[config.mk]
export PLATFORM = sky130hd
export DESIGN_NAME = timer_scheduler
export DESIGN_NICKNAME = d
export VERILOG_FILES = /design/src/rtl/timer_scheduler.sv
export SDC_FILE = /design/constraint.sdc
export NUM_CORES = 1
export LEC_CHECK = 0
export BUFFER_PORTS_ARGS = -buffer_cell sky130_fd_sc_hd__buf_2
export CAP_MARGIN = 25
export CORE_MARGIN = 10
export CORE_UTILIZATION = 50
export DETAILED_ROUTE_END_ITERATION = 8
export GPL_TIMING_DRIVEN = 1
export PLACE_DENSITY = 0.76
export REMOVE_ABC_BUFFERS = 1
export SLEW_MARGIN = 0
export SYNTH_ARGS = -nofsm -noshare
export SYNTH_HDL_FRONTEND = slang
export SYNTH_SLANG_ARGS = --single-unit
[constraint.sdc]
create_clock -name clk -period 4.2 [get_ports clk]
set_clock_uncertainty 0.05 [all_clocks]
set_input_delay 0.84 -clock clk [delete_from_list [all_inputs] [get_ports clk]]
set_output_delay 0.84 -clock clk [all_outputs]
set_load 0.01 [all_outputs]
[src/rtl/timer_scheduler.sv]
// timer_scheduler
//   Shares one programmable 75us timer between NUM_REQ requesters.
//   Requests are queued per requester and served in round-robin order.
//   Each served request runs IDLE -> START -> WAIT -> DONE.
//
// Optional feature:
//   TIMER_SCHED_CANCEL_EN adds the `cancel` input. It drops a queued request.
//   It also aborts the running request without a done pulse.
//
// Parameters:
//   NUM_REQ : number of requesters (2..8)
//   LEN_W   : width of a delay length, in timer ticks
//
// Ports:
//   clk           : system clock, rising edge
//   reset         : synchronous active-low reset
//   req           : one-cycle request pulse per requester
//   req_length    : per-requester length, slice i = [i*LEN_W +: LEN_W]
//   cancel        : per-requester cancel pulse (only with TIMER_SCHED_CANCEL_EN)
//   timer_start   : one-cycle start pulse to the shared timer
//   timer_length  : length for the timer, valid while timer_start is high
//   timer_expired : one-cycle expiry pulse from the timer
//   done          : one-cycle completion pulse per requester
//   pending       : queued-but-not-started flags
//   busy          : FSM not in IDLE
//   active_id     : requester that owns the timer, valid while busy
//   req_err       : one-cycle pulse, the cycle after a rejected request
//   state_dbg     : current FSM state (0 IDLE, 1 START, 2 WAIT, 3 DONE)
//
// Handshake: every control signal here is a single-cycle pulse.
//   No ready back-pressure exists.
//   A req pulse is either accepted on its edge, or flagged by req_err one
//   cycle later.
module timer_scheduler #(
  parameter int NUM_REQ = 4,
  parameter int LEN_W   = 10
) (
  input  logic                     clk,
  input  logic                     reset,
  input  logic [NUM_REQ-1:0]       req,
  input  logic [NUM_REQ*LEN_W-1:0] req_length,
`ifdef TIMER_SCHED_CANCEL_EN
  input  logic [NUM_REQ-1:0]       cancel,
`endif
  output logic                     timer_start,
  output logic [LEN_W-1:0]         timer_length,
  input  logic                     timer_expired,
  output logic [NUM_REQ-1:0]       done,
  output logic [NUM_REQ-1:0]       pending,
  output logic                     busy,
  output logic [2:0]               active_id,
  output logic [NUM_REQ-1:0]       req_err,
  output logic [1:0]               state_dbg
);

  typedef enum logic [1:0] {
    S_IDLE  = 2'd0,
    S_START = 2'd1,
    S_WAIT  = 2'd2,
    S_DONE  = 2'd3
  } state_e;

  state_e             state_q;
  logic [NUM_REQ-1:0] pending_q, pending_d;
  logic [NUM_REQ-1:0] done_q, err_q;
  logic               ts_q;
  logic [LEN_W-1:0]   tl_q;
  logic [2:0]         active_q, last_q;
  logic [LEN_W-1:0]   len_q [NUM_REQ];

  logic [NUM_REQ-1:0] cancel_w;
  logic [NUM_REQ-1:0] accept, grant_mask;
  logic               running, kill, found;
  logic [2:0]         sel;
  logic [3:0]         cand;
  logic [LEN_W-1:0]   sel_len;

`ifdef TIMER_SCHED_CANCEL_EN
  assign cancel_w = cancel;
`else
  assign cancel_w = '0;
`endif

  always_comb begin
    running = (state_q == S_START) || (state_q == S_WAIT);
    accept  = '0;
    kill    = 1'b0;
    // The owner is blocked only while its run is live.
    // In DONE the owner may re-queue itself.
    for (int i = 0; i < NUM_REQ; i++) begin
      accept[i] = req[i] && !pending_q[i] && !(running && active_q == 3'(i));
      if (running && active_q == 3'(i) && cancel_w[i]) kill = 1'b1;
    end

    // Round-robin: scan from last_q+1 upward, wrapping at NUM_REQ.
    found = 1'b0;
    sel   = '0;
    cand  = '0;
    for (int k = 1; k <= NUM_REQ; k++) begin
      cand = {1'b0, last_q} + 4'(k);
      if (cand >= 4'(NUM_REQ)) cand = cand - 4'(NUM_REQ);
      for (int i = 0; i < NUM_REQ; i++) begin
        if (!found && pending_q[i] && !cancel_w[i] && cand == 4'(i)) begin
          found = 1'b1;
          sel   = 3'(i);
        end
      end
    end

    sel_len    = '0;
    grant_mask = '0;
    for (int i = 0; i < NUM_REQ; i++) begin
      if (sel == 3'(i)) begin
        sel_len = len_q[i];
        if (state_q == S_IDLE && found) grant_mask[i] = 1'b1;
      end
    end

    pending_d = (pending_q | accept) & ~cancel_w & ~grant_mask;
  end

  always_ff @(posedge clk) begin
    if (!reset) begin
      state_q   <= S_IDLE;
      pending_q <= '0;
      done_q    <= '0;
      err_q     <= '0;
      ts_q      <= 1'b0;
      tl_q      <= '0;
      active_q  <= '0;
      last_q    <= 3'(NUM_REQ - 1);
      for (int i = 0; i < NUM_REQ; i++) len_q[i] <= '0;
    end else begin
      pending_q <= pending_d;
      err_q     <= req & ~accept;
      done_q    <= '0;
      ts_q      <= 1'b0;
      for (int i = 0; i < NUM_REQ; i++) begin
        if (accept[i]) len_q[i] <= req_length[i*LEN_W +: LEN_W];
      end

      case (state_q)
        S_IDLE: begin
          if (found) begin
            active_q <= sel;
            tl_q     <= sel_len;
            ts_q     <= 1'b1;
            state_q  <= S_START;
          end
        end
        S_START: state_q <= kill ? S_IDLE : S_WAIT;
        S_WAIT: begin
          if (kill) begin
            state_q <= S_IDLE;
          end else if (timer_expired) begin
            state_q <= S_DONE;
            for (int i = 0; i < NUM_REQ; i++) done_q[i] <= (active_q == 3'(i));
          end
        end
        S_DONE: begin
          last_q  <= active_q;
          state_q <= S_IDLE;
        end
        default: state_q <= S_IDLE;
      endcase
    end
  end

  assign timer_start  = ts_q;
  assign timer_length = tl_q;
  assign done         = done_q;
  assign pending      = pending_q;
  assign busy         = (state_q != S_IDLE);
  assign active_id    = active_q;
  assign req_err      = err_q;
  assign state_dbg    = state_q;

endmodule

==> results.md <==
- Final Max Tran Viols: 0
- Total gr overflow: 0
- Post-cts sizing count: 0
- Sequential power share: 0.411
- Leakage power: 1.58 nW
- Final GP Congestion: 0.860
- Switch Pwr: 0.843 mW
- Final ANT Viol Nets: 0
- Tmin final: 2.61 ns
- Non-Filler Instances: 423
- TritonCTS clock tree: done
- Starting Density: 0.514
- Core Box Area: 5920 µm²
- All-layer global routing usage: 0.145
- Max-cap violations: 0
- Via density: 5.16
- Combinational group share of total power: 0.354
- Fin worst setup slack: 1.59 ns
- Number of global-route vias before repair: 2216
- CTS Buf Count: 9
- Clock sink count: 69
- Fmax achieved: 383 MHz
- Total I/O pin count: 76
- Period utilisation layout: 0.622
- Placed cells: 406
- Fin area: 3680 µm²
- CTS clk-pin slew, worst paths: 0.07 ns
- Max FO, Critical Path: 19
- Layout cells sized above 1: 0.302
- Tot Pwr: 2.40 mW
- I/O Buffers: 74
- Worst hold-check path type: flip-flop to flip-flop
- Worst path required time: 4.36 ns
- Post-CTS Hold Buffers: 0
- Number of synthesized register bits: 69
- Worst Path Class, Setup: input pin to flip-flop
- Die area: 9600 µm²
- Post-synth cell types: 40
- Cell Area, Placed: 3470 µm²
- CP startpoint kind: input pin
- Net Sw Frac: 0.352
- DP HPWL: 5160 µm
- Endpoint class of the critical path: flip-flop
- Rel. slew slack: 0.321
- Initial antenna violation count: 0
- RSZ-0062 raised after global routing: false
- H-Tree Depth: 3
- Routed WL: 6970 µm
- Syn Std Cell Area: 3040 µm²
- Asr flop ratio synth: 0
- Hold_ws: 0.412 ns
- DRC viols: 0
- Number of flops mapped to enable cells by yosys: 40
- Post-Syn Instances: 263
- First-pass GRT wire length: 11100 µm
- Detailed-route via count: 2181
- Initial DRT Pass Iterations: 4
- Worst Tran Pin Value: 1.01 ns
- Die height: 98.0 µm
- Layout area overhead: 20.9%
- Final core occ: 0.621
- WL/cell: 16.5 µm
- Syn Area/Cell: 11.6 µm²
- Rows: 28
- Max VDD drop: 0.000342 V
- Post-Place Worst Slack: 1.11 ns
- Proportion of synthesized chip area in sequential cells: 0.586
- Setup TNS: 0 ns
- Power per cell area: 652 nW/µm²
- Clock network fraction of total power: 0.235
- Largest net degree at the start of global routing: 25
- Final setup violation count: 0
- Outcome: complete, no violations
- WP data arrival: 2.77 ns
- DRT iter0 DRCs: 112
- Nets: 394
- Clk_lat worst skew: 0.34 ns
- CTS root buf: clkbuf_8
- CTS max path bufs: 2
- Syn. warnings: 0
- Post-CTS Setup Bufs: 0
- Hold Violations, Final: 0
- Int Pwr: 1.55 mW
- Primary FF master, synth: edfxtp_1
- Die Wd: 98.0 µm
- ANT cells: 0
power groups by stage:
stage | clock network [mW] | logic, mW | registers (mW)
floorplan | 0 | 0.535 | 1.01
global placement | 0 | 0.832 | 0.996
detailed placement | 0 | 0.855 | 1.00
CTS | 0.574 | 0.858 | 0.987
global route | 0.606 | 0.927 | 1.01
finish | 0.564 | 0.848 | 0.985
critical path, cell delays in order:
cell and delay [ns]:
buf_2 0.22, clkinv_1 0.48, nor3_1 0.98, and2_1 0.24
path summary, 6_finish.rpt:
check                                startpoint         endpoint  slack, ns  cells after the start
worst max-delay path                      reset      len_q[3][9]       1.59                      4
worst min register to register  timer_length[8]  timer_length[8]       0.41                      2
worst max register to register       pending[2]  timer_length[0]       1.79                      6
worst min-delay path            timer_length[8]  timer_length[8]       0.41                      2
Yosys cell counts (5+ instances only):
cell type  instances  area [µm²]
nor2_1            21        78.8
nand2_1           18        67.6
edfxtp_1          40        1200
and2_1            40         250
dfxtp_1           29         581
o21ai_0            9        45.0
nor3_1            16        80.1
nand2b_1           5        31.3
a2111oi_1          5        50.1
mux2_2             5        56.3
inv_1             10        37.5
a21oi_1            5        25.0
mux2i_1           11         110
cell families (layout without fill, tap and decap cells):
kind of cell | count (synthesis) | count (layout) | synth area share
compound gates | 37 | 37 | 0.0913
fa+ha+maj | 4 | 4 | 0.0165
buf+inv | 22 | 107 | 0.0378
flops | 69 | 69 | 0.586
mux | 17 | 17 | 0.0621
other cells | 1 | 1 | 0.00123
simple gates | 113 | 113 | 0.205
sequential cells by signal (all words and copies together), names as in the netlist:
name	flops
last_q	2
pending	4
req_err	4
active_id	2
done	4
timer_length	10
timer_start	1
state_dbg	2
len_q	40
cell usage in the layout (no fill, tap or decap), types with 5 or more instances in the layout:
cell,n
nor2_1,21
nand2_1,18
a21oi_1,5
mux2i_1,11
mux2_2,5
and2_1,40
buf_4,5
dfxtp_1,29
clkinv_1,5
nor3_1,16
clkbuf_8,9
o21ai_0,9
nand2b_1,5
inv_1,10
a2111oi_1,5
buf_2,74
edfxtp_1,40
layer usage:
metal,global-route usage,share of wire,wire [µm]
met1,0.171,0.43,2990
met2,0.231,0.48,3320
met3,0.0585,0.073,509
met4,0.0604,0.022,152
met5,0,0,0
layout make-up:
class	count	area, µm²
clock buffer	9	124
clock inverter	7	80.1
fill	484	2240
inverter	11	41.3
multi-input combinational	172	1140
sequential	69	1780
tap	75	93.8
timing repair buffer	80	413
Note: power is estimated with default switching activity, not from simulation.
